### src/rtl/pac_move_commit_if.sv
// Board RAM port between the Pac-Man move writer and the GameBoard RAM.
// The writer owns the address/write side; the board returns sprite codes
// one cycle after it sees a read address.
interface pac_move_commit_if #(
   parameter int X_W = 5,
   parameter int Y_W = 5
);
   logic [X_W-1:0] rd_x;
   logic [Y_W-1:0] rd_y;
   logic [3:0]     rd_data;
   logic           wr_en;
   logic [X_W-1:0] wr_x;
   logic [Y_W-1:0] wr_y;
   logic [3:0]     wr_data;

   modport master (
      output rd_x, rd_y, wr_en, wr_x, wr_y, wr_data,
      input  rd_data
   );

   modport slave (
      input  rd_x, rd_y, wr_en, wr_x, wr_y, wr_data,
      output rd_data
   );
endinterface

### src/rtl/pac_move_commit.sv
// Pac-Man move writer: on each game step it reads the target tile, decides
// whether the move is legal, rewrites the two affected tiles and reports what
// was eaten. Every output is a register (or decoded from the state register).
module pac_move_commit #(
   parameter int COLS    = 28,
   parameter int ROWS    = 31,
   parameter int X_W     = 5,
   parameter int Y_W     = 5,
   parameter int START_X = 13,
   parameter int START_Y = 23
) (
   input  logic                 Clk,
   input  logic                 Reset_n,
   input  logic                 step,
   input  logic [1:0]           dir,
   pac_move_commit_if.master    board,
   output logic [X_W-1:0]       pac_x,
   output logic [Y_W-1:0]       pac_y,
   output logic                 busy,
   output logic                 done,
   output logic                 blocked,
   output logic                 ate_point,
   output logic                 ate_power,
   output logic                 ate_fruit,
   output logic                 ate_ghost
);

   localparam logic [X_W-1:0] X_LAST  = X_W'(COLS - 1);
   localparam logic [Y_W-1:0] Y_LAST  = Y_W'(ROWS - 1);
   localparam logic [X_W-1:0] X_START = X_W'(START_X);
   localparam logic [Y_W-1:0] Y_START = Y_W'(START_Y);
   localparam logic [X_W-1:0] X_ONE   = X_W'(1);
   localparam logic [Y_W-1:0] Y_ONE   = Y_W'(1);

   localparam logic [3:0] SPR_SPACE  = 4'd0;
   localparam logic [3:0] SPR_POINT  = 4'd1;
   localparam logic [3:0] SPR_POWER  = 4'd2;
   localparam logic [3:0] SPR_FRUIT  = 4'd3;
   localparam logic [3:0] SPR_EGHOST = 4'd4;
   localparam logic [3:0] SPR_PACMAN = 4'd5;
   localparam logic [3:0] SPR_WALL   = 4'd8;

   typedef enum logic [2:0] {IDLE, READ, EVAL, CLEAR, PLACE} state_t;

   state_t         state, state_nx;
   logic [X_W-1:0] tgt_x, tgt_x_nx, step_x;
   logic [Y_W-1:0] tgt_y, tgt_y_nx, step_y;
   logic [3:0]     tile, tile_nx;
   logic [X_W-1:0] pac_x_nx;
   logic [Y_W-1:0] pac_y_nx;
   logic [X_W-1:0] rd_x_q, rd_x_nx, wr_x_q, wr_x_nx;
   logic [Y_W-1:0] rd_y_q, rd_y_nx, wr_y_q, wr_y_nx;
   logic [3:0]     wr_data_q, wr_data_nx;
   logic           wr_en_q, wr_en_nx;
   logic           done_nx, blocked_nx;
   logic           ate_point_nx, ate_power_nx, ate_fruit_nx, ate_ghost_nx;
   logic           illegal;

   assign board.rd_x    = rd_x_q;
   assign board.rd_y    = rd_y_q;
   assign board.wr_en   = wr_en_q;
   assign board.wr_x    = wr_x_q;
   assign board.wr_y    = wr_y_q;
   assign board.wr_data = wr_data_q;
   assign busy          = (state != IDLE);

   // Pacman, gate, ghost and wall tiles stop the move; everything else is walkable.
   assign illegal = (board.rd_data >= SPR_PACMAN) && (board.rd_data <= SPR_WALL);

   // Neighbour tile in the requested direction, wrapping at every board edge (tunnels).
   always_comb begin
      step_x = pac_x;
      step_y = pac_y;
      case (dir)
         2'd0: step_y = (pac_y == '0)     ? Y_LAST : pac_y - Y_ONE;
         2'd1: step_y = (pac_y == Y_LAST) ? '0     : pac_y + Y_ONE;
         2'd2: step_x = (pac_x == '0)     ? X_LAST : pac_x - X_ONE;
         default: step_x = (pac_x == X_LAST) ? '0  : pac_x + X_ONE;
      endcase
   end

   // Next state and next register values; outputs appear one cycle after the decision.
   always_comb begin
      state_nx     = state;
      tgt_x_nx     = tgt_x;
      tgt_y_nx     = tgt_y;
      tile_nx      = tile;
      pac_x_nx     = pac_x;
      pac_y_nx     = pac_y;
      rd_x_nx      = rd_x_q;
      rd_y_nx      = rd_y_q;
      wr_x_nx      = wr_x_q;
      wr_y_nx      = wr_y_q;
      wr_data_nx   = wr_data_q;
      wr_en_nx     = 1'b0;
      done_nx      = 1'b0;
      blocked_nx   = 1'b0;
      ate_point_nx = 1'b0;
      ate_power_nx = 1'b0;
      ate_fruit_nx = 1'b0;
      ate_ghost_nx = 1'b0;
      case (state)
         IDLE: begin
            if (step) begin
               state_nx = READ;
               tgt_x_nx = step_x;
               tgt_y_nx = step_y;
               rd_x_nx  = step_x;
               rd_y_nx  = step_y;
            end
         end
         READ: begin
            state_nx = EVAL;
         end
         EVAL: begin
            if (illegal) begin
               state_nx   = IDLE;
               done_nx    = 1'b1;
               blocked_nx = 1'b1;
            end else begin
               state_nx   = CLEAR;
               tile_nx    = board.rd_data;
               wr_en_nx   = 1'b1;
               wr_x_nx    = pac_x;
               wr_y_nx    = pac_y;
               wr_data_nx = SPR_SPACE;
            end
         end
         CLEAR: begin
            state_nx   = PLACE;
            wr_en_nx   = 1'b1;
            wr_x_nx    = tgt_x;
            wr_y_nx    = tgt_y;
            wr_data_nx = SPR_PACMAN;
         end
         PLACE: begin
            state_nx     = IDLE;
            pac_x_nx     = tgt_x;
            pac_y_nx     = tgt_y;
            done_nx      = 1'b1;
            ate_point_nx = (tile == SPR_POINT);
            ate_power_nx = (tile == SPR_POWER);
            ate_fruit_nx = (tile == SPR_FRUIT);
            ate_ghost_nx = (tile == SPR_EGHOST);
         end
         default: begin
            state_nx = IDLE;
         end
      endcase
   end

   // State and output registers; reset abandons any in-flight move.
   always_ff @(posedge Clk) begin
      if (!Reset_n) begin
         state     <= IDLE;
         tgt_x     <= '0;
         tgt_y     <= '0;
         tile      <= '0;
         pac_x     <= X_START;
         pac_y     <= Y_START;
         rd_x_q    <= '0;
         rd_y_q    <= '0;
         wr_x_q    <= '0;
         wr_y_q    <= '0;
         wr_data_q <= '0;
         wr_en_q   <= 1'b0;
         done      <= 1'b0;
         blocked   <= 1'b0;
         ate_point <= 1'b0;
         ate_power <= 1'b0;
         ate_fruit <= 1'b0;
         ate_ghost <= 1'b0;
      end else begin
         state     <= state_nx;
         tgt_x     <= tgt_x_nx;
         tgt_y     <= tgt_y_nx;
         tile      <= tile_nx;
         pac_x     <= pac_x_nx;
         pac_y     <= pac_y_nx;
         rd_x_q    <= rd_x_nx;
         rd_y_q    <= rd_y_nx;
         wr_x_q    <= wr_x_nx;
         wr_y_q    <= wr_y_nx;
         wr_data_q <= wr_data_nx;
         wr_en_q   <= wr_en_nx;
         done      <= done_nx;
         blocked   <= blocked_nx;
         ate_point <= ate_point_nx;
         ate_power <= ate_power_nx;
         ate_fruit <= ate_fruit_nx;
         ate_ghost <= ate_ghost_nx;
      end
   end

endmodule

### src/flat_wrapper.sv
// flat-port wrapper written by rule: the top's interface ports become plain ports
module pac_move_commit_flat 
#(
   parameter int COLS    = 28,
   parameter int ROWS    = 31,
   parameter int X_W     = 5,
   parameter int Y_W     = 5,
   parameter int START_X = 13,
   parameter int START_Y = 23
)
  (Clk, Reset_n, step, dir, pac_x, pac_y, busy, done, blocked, ate_point, ate_power, ate_fruit, ate_ghost, board_rd_x, board_rd_y, board_wr_en, board_wr_x, board_wr_y, board_wr_data, board_rd_data);
  pac_move_commit_if #(.X_W(X_W), .Y_W(Y_W)) board_i ();
  input  logic Clk;
  input  logic Reset_n;
  input  logic step;
  input  logic [1:0] dir;
  output logic [X_W-1:0] pac_x;
  output logic [Y_W-1:0] pac_y;
  output logic busy;
  output logic done;
  output logic blocked;
  output logic ate_point;
  output logic ate_power;
  output logic ate_fruit;
  output logic ate_ghost;
  output wire logic [$bits(board_i.rd_x)-1:0] board_rd_x;
  output wire logic [$bits(board_i.rd_y)-1:0] board_rd_y;
  output wire logic [$bits(board_i.wr_en)-1:0] board_wr_en;
  output wire logic [$bits(board_i.wr_x)-1:0] board_wr_x;
  output wire logic [$bits(board_i.wr_y)-1:0] board_wr_y;
  output wire logic [$bits(board_i.wr_data)-1:0] board_wr_data;
  input wire logic [$bits(board_i.rd_data)-1:0] board_rd_data;
  assign board_rd_x = board_i.rd_x;
  assign board_rd_y = board_i.rd_y;
  assign board_wr_en = board_i.wr_en;
  assign board_wr_x = board_i.wr_x;
  assign board_wr_y = board_i.wr_y;
  assign board_wr_data = board_i.wr_data;
  assign board_i.rd_data = board_rd_data;
  pac_move_commit #(.COLS(COLS), .ROWS(ROWS), .X_W(X_W), .Y_W(Y_W), .START_X(START_X), .START_Y(START_Y)) u_core (.Clk(Clk), .Reset_n(Reset_n), .step(step), .dir(dir), .board(board_i), .pac_x(pac_x), .pac_y(pac_y), .busy(busy), .done(done), .blocked(blocked), .ate_point(ate_point), .ate_power(ate_power), .ate_fruit(ate_fruit), .ate_ghost(ate_ghost));
endmodule
### config.mk
export PLATFORM = sky130hd
export DESIGN_NAME = pac_move_commit_flat
export DESIGN_NICKNAME = d
export VERILOG_FILES = /design/src/rtl/pac_move_commit_if.sv /design/src/rtl/pac_move_commit.sv /design/src/flat_wrapper.sv
export SDC_FILE = /design/constraint.sdc
export NUM_CORES = 1
export LEC_CHECK = 0
export ABC_CLOCK_PERIOD_IN_PS = 1900
export CORE_UTILIZATION = 35
export DETAILED_ROUTE_END_ITERATION = 7
export GPL_ROUTABILITY_DRIVEN = 1
export PLACE_DENSITY = 0.56
export SETUP_SLACK_MARGIN = 0.4
export SYNTH_ARGS = -nofsm -noshare
export SYNTH_HDL_FRONTEND = slang
export SYNTH_SLANG_ARGS = --single-unit
### constraint.sdc
create_clock -name Clk -period 1.9 [get_ports Clk]
set_input_delay 0.285 -clock Clk [delete_from_list [all_inputs] [get_ports Clk]]
set_output_delay 0.285 -clock Clk [all_outputs]
set_load 0.02 [all_outputs]
==> impl_metrics.csv, run 1 <==
group,metric,value,unit
clocking,cts_root_buffer,"clkbuf_8",
clocking,hold_buffers,0,
die,initial_core_util,36.94,%
die,rows,29,
status,violations,"DRC",
critical_path,slowest_delay,0.57,ns
yosys,syn_avg_cell_area,8.614,sq um
timing,fin_crit_sh,76.54,%
yosys,synth_compound_area_share,25.75,%
power_and_ir_drop,vdd_drop_max,0.3655,mV
yosys,yosysSeqAreaShare,37.76,%
final_layout,num_antenna_cells,0,
clocking,clkSinkCount,45,
drt,vias_per_cell,5.325,
power_and_ir_drop,cellLeakagePower,1.387,nW
yosys,yosysMostFrequentCell,"dfxtp_1",
grt,gr-max-usage-layer,"met2",
grt,grt_pass1_vias,2042,
timing,timing.fmax,687.6,MHz
critical_path,criticalPathCategory,"primary input to register",
timing,setup_viol,0,
run,cap_violations,0,
final_layout,fillers,641,
die,die_width,84.57,microns
drt,dr.pass1.iters,6,
clocking,numCtsBuffers,5,
power_and_ir_drop,total_power,2.113,mW
yosys,synth-seq-cells,45,
hold_path,min_path_cells,4,
grt,grt.total_usage,18.27,%
clocking,clk_pin_slew,0.09,ns
yosys,synth_area,2386,sq um
yosys,yosys.area_share.xor_xnor,0,%
timing,slew_viol_final,0,
timing,fin_crit,1.454,ns
critical_path,startpoint_type,"primary input",
grt,use_met3,4.130,%
place,finalWeightedCongestion,0.8347,
critical_path,path_cells,"dlygate4sd2_1 > or4b_4 > o21ai_4 > buf_6 > a211oi_2 > a211oi_1",
timing,tightest_slew,0.5929,ns
hold_path,min_from,"board_rd_data[2]",
power_and_ir_drop,power_density,635.8,nW/um^2
grt,grt_pass1_wl,10430,microns
critical_path,rrSetupSlack,0.45,ns
hold_path,hold_path.class,"primary input to register",
die,die_h,84.57,microns
drt,first_iter_violations,146,
grt,antenna_found_initial,0,
clocking,clk_path_buf_depth,2,
die,num_io_pins,51,
timing,skew,0.004809,ns
grt,grt-ovfl-total,0,
yosys,synth_top_family_by_area,"compound AO/OA/AOI/OAI gates",
yosys,synth_edf_count,0,
yosys,synth_fa_ha_area_share,2.622,%
final_layout,final_nets,357,
yosys,synth_common_cells,"dfxtp_1, nand2_1, inv_1",
place,placed_area,3028,sq um
yosys,synth_area_leader_cell,"dfxtp_1",
final_layout,drive_gt1_share,29.94,%
critical_path,arrival,1.68,ns
clocking,cts_tree,"built",
yosys,synthMuxAreaShare,6.869,%
grt,met1_usage,25.90,%
drt,drt_wl_total,6466,microns
critical_path,required,2.13,ns
yosys,synth_top_area_share,37.76,%
clocking,cts_htree_levels,2,
yosys,synth_cells,277,
critical_path,slowest_stage,"or4b_4",
timing,rsz0062_at_grt,"true",
drt,remaining_drc_errors,2,
yosys,async_flop_share,0,%
yosys,yosysWarnings,0,
critical_path,reg2reg_depth,5,
yosys,synth_area_leaders,"dfxtp_1, mux2_2, a211oi_2, nand2_1, o21ai_0",
status,status,"finished, violations left",
drt,drtAntennaViolNets,0,
critical_path,crit_fanout,5,
grt,grt_max_degree,20,
timing,hold_viol_final,0,
hold_path,min_to,"u_core.tile[2]",
die,die_area,7151,sq um
final_layout,syn_to_final_growth,39.28,%
place,dp_hpwl,4338,microns
yosys,synth_simple_gate_area_share,17.15,%
timing,relSlewSlack,60.43,%
critical_path,crit_path_end_kind,"register",
drt,num_vias,2242,
yosys,ys.flop_type,"dfxtp_1",
critical_path,r2r-start,"u_core.state[2]",
die,core_area,6459,sq um
grt,grt_use_met2,27.79,%
yosys,yosysUniqueCellTypes,52,
clocking,clock_latency,0.30,ns
drt,wire_per_inst,15.36,microns
critical_path,reg2reg_to,"u_core.board.wr_x[4]",
place,numPortBuffers,48,
final_layout,fin_area,3323,sq um
power breakdown:
| part | internal (mW) | total (mW) | leakage [nW] | switching [mW] |
|---|---|---|---|---|
| logic | 0.197 | 0.462 | 0.975 | 0.266 |
| registers | 0.993 | 1.05 | 0.368 | 0.0542 |
| clock network | 0.254 | 0.604 | 0.0439 | 0.349 |
| total | 1.44 | 2.11 | 1.39 | 0.669 |
layout by cell type (no fill, tap or decap), types with 6 or more instances in the layout:
| master | n |
|---|---|
| a211oi_2 | 19 |
| a21oi_1 | 12 |
| buf_4 | 24 |
| buf_6 | 6 |
| dfxtp_1 | 34 |
| dfxtp_2 | 6 |
| dlygate4sd2_1 | 43 |
| inv_1 | 21 |
| mux2_2 | 11 |
| nand2_1 | 26 |
| nand3_1 | 10 |
| nor2_1 | 14 |
| o211ai_1 | 7 |
| o21ai_0 | 16 |
cells by family (layout without fill, tap and decap cells):
kind of cell    after synthesis  count (layout)
simple gates                 80              80
mux                          15              15
other cells                   1               2
buf+inv                      47             112
flops                        45              45
fa+ha+maj                     5               5
compound gates               84              85
state kept, by name, indices dropped and copies added (netlist names):
register / count
u_core.ate_fruit: 1
u_core.ate_ghost: 1
u_core.ate_point: 1
u_core.ate_power: 1
u_core.blocked: 1
u_core.board.wr_data: 1
u_core.board.wr_en: 1
u_core.board.wr_x: 5
u_core.board.wr_y: 5
u_core.done: 1
u_core.pac_x: 5
u_core.pac_y: 5
u_core.state: 3
u_core.tgt_x: 5
u_core.tgt_y: 5
u_core.tile: 4
metal layers:
metal,vias to the layer above,wire [microns]
met3,6,266
met2,56,2865
met1,1059,3267
met5,-,0
met4,0,67
li1,1121,-
critical path, delay by kind of cell:
family	cells	cell delay, ns
buffers and inverters	2	0.42
and+or+nand+nor	1	0.57
AOI/OAI and AO/OA	3	0.41
metrics by stage:
stage               util (%)  setup TNS [ns]  hold WS (ns)  std cells  setup slack (ns)
detailed placement     46.88          -1.146        0.4526        403           -0.1015
CTS                    49.73               0        0.4679        417            0.3096
global placement       46.88         -0.7036        0.4562        403          -0.07445
floorplan                  -               0        0.4289        278            0.4208
finish                 51.45               0        0.4678        421            0.4458
global route           51.45               0        0.4871        421            0.3656
repair_timing:
item / in CTS / in global routing
gates cloned: 2 / 0
gates resized for setup: 71 / 25
pin swaps: 5 / 14
endpoints found under the setup margin: 62 / 25
hold endpoints to repair: 0 / 0
setup buffers: 4 / 4
cell type report:
cell class / instances / area, sq um / share of cell area [%]
well taps: 77 / 96.34 / 2.899
clock inverters: 3 / 17.52 / 0.5271
flip-flops and latches: 45 / 927.1 / 27.90
clock buffers: 5 / 68.82 / 2.071
multi-input cells: 187 / 1416 / 42.62
inverters: 24 / 92.59 / 2.786
repair buffers: 80 / 704.4 / 21.20
worst max path at each step:
stage,from,cells after the start,slack [ns],end
floorplan,u_core.state[2],5,0.42,u_core.board.wr_x[0]
global placement,board_rd_data[0],6,-0.07,u_core.tile[0]
detailed placement,board_rd_data[0],5,-0.10,u_core.board.wr_y[4]
CTS,u_core.state[2],3,0.31,busy
global route,u_core.pac_y[0],6,0.37,u_core.tgt_y[2]
finish,board_rd_data[0],6,0.45,u_core.board.wr_y[4]
Note: power is estimated with default switching activity, not from simulation.
==> run 2, diff against run 1 <==
--- a/config.mk
+++ b/config.mk
@@ -5,7 +5,7 @@
 export SDC_FILE = /design/constraint.sdc
 export NUM_CORES = 1
 export LEC_CHECK = 0
-export ABC_CLOCK_PERIOD_IN_PS = 1900
+export ABC_CLOCK_PERIOD_IN_PS = 1400
 export CORE_UTILIZATION = 35
 export DETAILED_ROUTE_END_ITERATION = 7
 export GPL_ROUTABILITY_DRIVEN = 1
==> constraint.sdc (replaced) <==
create_clock -name Clk -period 1.4 [get_ports Clk]
set_input_delay 0.21 -clock Clk [delete_from_list [all_inputs] [get_ports Clk]]
set_output_delay 0.21 -clock Clk [all_outputs]
set_load 0.02 [all_outputs]
==> run 2 against run 1 <==
The run ends with DRC, setup timing left. Sequential share of layout area shrank 4.6 points. Critical path depth shrank 1. Design area grew 27%. Largest power group unchanged.
==> impl_metrics.csv, run 2 (same netlist as run 1, synthesis figures left out) <==
group,metric,value,unit
grt,grt_max_degree,20,
timing,rsz0062_at_grt,"true",
critical_path,arrival,1.65,ns
critical_path,startpoint_type,"register",
timing,fin_crit,1.467,ns
place,placed_cells,433,
final_layout,fillers,535,
timing,fin_crit_sh,104.8,%
final_layout,final_nets,407,
power_and_ir_drop,vdd_drop_max,0.4258,mV
critical_path,critical_path.top_delay_family,"flip-flops",
status,violations,"DRC, setup timing",
die,die_h,84.57,microns
clocking,clk_pin_slew,0.09,ns
grt,grt.total_usage,20.89,%
die,initial_core_util,36.94,%
drt,wire_per_inst,15.86,microns
drt,first_iter_violations,76,
clocking,clk_path_buf_depth,2,
place,numPortBuffers,48,
hold_path,hold_path.class,"primary input to register",
timing,hold_viol_final,0,
status,status,"finished, violations left",
drt,num_vias,2491,
critical_path,worst-path-buf-inv,1,
die,die_width,84.57,microns
critical_path,criticalPathCategory,"register to register",
timing,finalWorstSetupSlack,-0.06664,ns
drt,wl_met1,3337,microns
grt,grt-ovfl-total,0,
timing,slew_viol_final,0,
critical_path,slowest_delay,0.36,ns
final_layout,syn_to_final_growth,77.19,%
timing,setup_viol,9,
drt,wl_met2,3779,microns
die,core_area,6459,sq um
grt,grt_pass1_vias,2344,
critical_path,required,1.58,ns
place,finalWeightedCongestion,0.8652,
clocking,clkSinkCount,45,
grt,grt_pass1_wl,11800,microns
drt,remaining_drc_errors,6,
drt,drt_wl_total,7470,microns
critical_path,slowest_stage,"dfxtp_4",
clocking,cts_root_buffer,"clkbuf_8",
final_layout,layout_common_cells,"buf_4, buf_6, a211oi_2, inv_1, dfxtp_4",
run,cap_violations,0,
clocking,numCtsBuffers,5,
final_layout,seqCellArea,984.7,sq um
clocking,clock_latency,0.30,ns
final_layout,num_antenna_cells,0,
grt,antenna_found_initial,0,
die,die_area,7151,sq um
drt,vias_per_cell,5.289,
final_layout,final_common_cell,"buf_4",
critical_path,path_cells,"nand3b_1 > buf_6 > mux2_2 > a211oi_2 > a211oi_2",
die,rows,29,
drt,highest_layer,"met4",
clocking,cts_htree_levels,2,
drt,drtAntennaViolNets,0,
final_layout,layoutNonFillerInstCount,471,
drt,wl_met3,281,microns
timing,skew,0.01017,ns
final_layout,drive_gt1_share,66.50,%
critical_path,crit_top_cell,"a211oi_2",
clocking,cts_tree,"built",
power_and_ir_drop,total_power,3.226,mW
power_and_ir_drop,power_density,763.1,nW/um^2
power_and_ir_drop,cellLeakagePower,1.782,nW
drt,dr.pass1.iters,6,
critical_path,crit_path_end_kind,"register",
final_layout,postLayoutCoreUtil,65.46,%
die,num_io_pins,51,
place,dp_hpwl,4801,microns
final_layout,multi_input_area,1689,sq um
clocking,hold_buffers,0,
timing,timing.fmax,681.8,MHz
critical_path,crit_fanout,5,
[run 2: layout make-up]
type	count	share of cell area, %
multi-input cells	186	39.95
flip-flops and latches	45	23.29
repair buffers	131	30.10
clock buffers	8	2.131
well taps	77	2.279
inverters	24	2.249
[run 2: path summary, 6_finish.rpt]
path                             start                    to  slack (ns)  cells past startpoint
setup reg to reg       u_core.state[2]  u_core.board.wr_y[1]       -0.07                      5
hold / removal        board_rd_data[1]        u_core.tile[1]        0.26                      4
setup / recovery       u_core.state[2]  u_core.board.wr_y[1]       -0.07                      5
hold reg to reg   u_core.board.wr_y[4]  u_core.board.wr_y[4]        0.46                      2
[run 2: metrics by stage]
step                hold slack [ns]   TNS [ns]  worst slack, ns  cell area [sq um]
floorplan                    0.3539          0          0.04818               2618
global placement             0.4487     -9.929          -0.4316               3470
detailed placement           0.4489     -10.62          -0.4727               3470
CTS                          0.2399  -0.004081        -0.004081               3906
global route                 0.2823     -1.076          -0.1156               4228
finish                       0.2562    -0.2738         -0.06664               4228
[run 2: what timing repair did]
action / CTS / global route
buffers inserted: 17 / 10
gates resized for setup: 293 / 66
pin swaps: 23 / 26
setup endpoints to repair: 84 / 78
cloned: 2 / 1
[run 2: power breakdown]
group | internal, mW | leakage [nW] | switching [mW] | total, mW
Combinational | 0.501 | 1.36 | 0.468 | 0.969
Sequential | 1.35 | 0.380 | 0.0765 | 1.42
Clock | 0.403 | 0.0455 | 0.430 | 0.834
Total | 2.25 | 1.78 | 0.975 | 3.23
[run 2: tightest hold or removal path, cell delays in order]
cell,delay [ns]
buf_6,0.07
buf_4,0.09
mux2i_1,0.05
nor2_1,0.09
[run 2: per-layer routing]
metal	GRT usage, %	vias to the layer above
met3	3.245	5
met2	35.77	55
met4	5.393	0
li1	-	1234
met5	0	-
met1	27.44	1197
==> run 3, diff against run 2 <==
--- a/config.mk
+++ b/config.mk
@@ -10,6 +10,7 @@
 export DETAILED_ROUTE_END_ITERATION = 7
 export GPL_ROUTABILITY_DRIVEN = 1
 export PLACE_DENSITY = 0.56
+export RECOVER_POWER = 50
 export SETUP_SLACK_MARGIN = 0.4
 export SYNTH_ARGS = -nofsm -noshare
 export SYNTH_HDL_FRONTEND = slang
==> run 3 against run 2 <==
The run still ends with DRC, setup timing left. Die area stayed put. Register-to-register slack hardly changed. Sequential power hardly changed. First-iteration DRC count stayed put. Clock power hardly changed. Worst setup slack hardly changed. Cell count stayed put. Clock skew hardly changed. Power hardly changed. Worst hold slack stayed put. Sequential share of layout area hardly changed. Combinational power hardly changed. Critical path type unchanged.
==> impl_metrics.csv, run 3 (same netlist as run 1, synthesis figures left out) <==
group,metric,value,unit
clocking,hold_buffers,0,
status,status,"finished, violations left",
final_layout,drive_gt1_share,65.48,%
drt,dr.pass1.iters,6,
grt,grt_pass1_vias,2344,
timing,finalSetupTns,-0.2704,ns
place,dp_slack,-0.4727,ns
final_layout,syn_to_final_growth,76.98,%
die,core_area,6459,sq um
clocking,cts_htree_levels,2,
critical_path,slowest_stage,"dfxtp_4",
grt,grt_pass1_wl,11800,microns
critical_path,slowest_delay,0.36,ns
critical_path,crit_path_end_kind,"register",
final_layout,layout_common_cells,"buf_4, buf_6, a211oi_2, inv_1, dfxtp_4",
drt,vias_per_cell,5.293,
power_and_ir_drop,power_density,763.7,nW/um^2
critical_path,required,1.58,ns
place,numPortBuffers,48,
run,cap_violations,0,
critical_path,reg2reg_depth,5,
timing,timing.fmax,681.9,MHz
status,violations,"DRC, setup timing",
die,initial_core_util,36.94,%
hold_path,min_path_cells,4,
critical_path,criticalPathCategory,"register to register",
final_layout,layoutNonFillerInstCount,471,
drt,drtAntennaViolNets,0,
grt,grt-ovfl-total,0,
hold_path,hold_path.class,"primary input to register",
die,die_h,84.57,microns
critical_path,path_cells,"nand3b_1 > buf_6 > mux2_2 > a211oi_2 > a211oi_2",
timing,fin_crit,1.467,ns
clocking,cts_tree,"built",
clocking,clk_path_buf_depth,2,
timing,rsz0062_at_grt,"true",
final_layout,num_antenna_cells,0,
critical_path,crit_fanout,5,
clocking,numCtsBuffers,5,
power_and_ir_drop,vdd_drop_max,0.4258,mV
clocking,clkSinkCount,45,
final_layout,final_common_cell,"buf_4",
die,die_area,7151,sq um
clocking,clk_pin_slew,0.08,ns
critical_path,critical_path.top_delay_family,"flip-flops",
drt,num_vias,2493,
timing,skew,0.01009,ns
grt,grt_max_degree,20,
clocking,cts_root_buffer,"clkbuf_8",
grt,grt.total_usage,20.89,%
timing,hold_viol_final,0,
place,dp_hpwl,4801,microns
final_layout,fillers,539,
die,num_io_pins,51,
timing,finalWorstSetupSlack,-0.06652,ns
critical_path,worst-path-buf-inv,1,
place,finalWeightedCongestion,0.8652,
drt,wire_per_inst,15.85,microns
final_layout,final_nets,407,
critical_path,arrival,1.65,ns
clocking,clock_latency,0.30,ns
critical_path,crit_cells,5,
timing,slew_viol_final,0,
critical_path,startpoint_type,"register",
drt,first_iter_violations,76,
critical_path,crit_top_cell,"a211oi_2",
grt,antenna_found_initial,0,
drt,drt_wl_total,7467,microns
drt,remaining_drc_errors,6,
die,die_width,84.57,microns
place,placed_cells,433,
power_and_ir_drop,total_power,3.225,mW
power_and_ir_drop,cellLeakagePower,1.773,nW
die,rows,29,
timing,setup_viol,9,
timing,fin_crit_sh,104.8,%
-- run 3: cell count changes in the layout (fill, tap and decap cells not counted) --
cell,change
buf_2,-2
clkbuf_1,+2
dfxtp_2,-2
dfxtp_1,+2
-- run 3: final cells by class --
class	count	area (sq um)	area share, %
Sequential cell	45	982.2	23.26
Tap cell	77	96.34	2.281
Clock buffer	8	90.09	2.133
Timing Repair Buffer	131	1270	30.07
Multi-Input combinational cell	186	1689	40.00
Inverter	24	95.09	2.252
-- run 3: metrics by stage --
step	area [sq um]	utilization (%)	hold WS, ns
floorplan	2618	-	0.3539
global route	4223	65.38	0.2823
global placement	3470	53.72	0.4487
finish	4223	65.38	0.2562
detailed placement	3470	53.72	0.4489
CTS	3906	60.48	0.2399
-- run 3: worst reg2reg max path, stage by stage (launching register included) --
cell      delay, ns
dfxtp_4        0.36
nand3b_1       0.25
buf_6          0.19
mux2_2         0.29
a211oi_2       0.21
a211oi_2       0.05
-- run 3: worst paths after layout --
path,start,endpoint,slack (ns)
max reg2reg,u_core.state[2],u_core.board.wr_y[1],-0.07
max,u_core.state[2],u_core.board.wr_y[1],-0.07
min,board_rd_data[1],u_core.tile[1],0.26
min reg2reg,u_core.board.wr_y[4],u_core.board.wr_y[4],0.46
-- run 3: routing by layer --
metal	global-route usage, %	up-vias	part of all wire, %
li1	-	1234	-
met2	35.77	55	51
met1	27.44	1199	45
met3	3.245	5	3.8
met4	5.393	0	0.95
met5	0	-	0
-- run 3: power by group --
part	total, mW	leakage, nW	switching (mW)	internal [mW]
clock network	0.833	0.0455	0.430	0.403
logic	0.969	1.35	0.468	0.501
registers	1.42	0.379	0.0765	1.35
total	3.22	1.77	0.975	2.25
-- run 3: repair_timing --
| item | in CTS | in global routing |
|---|---|---|
| pin swaps | 23 | 26 |
| buffers inserted | 17 | 10 |
| gates cloned | 2 | 1 |
| endpoints found under the setup margin | 84 | 78 |
| gates resized for setup | 293 | 66 |
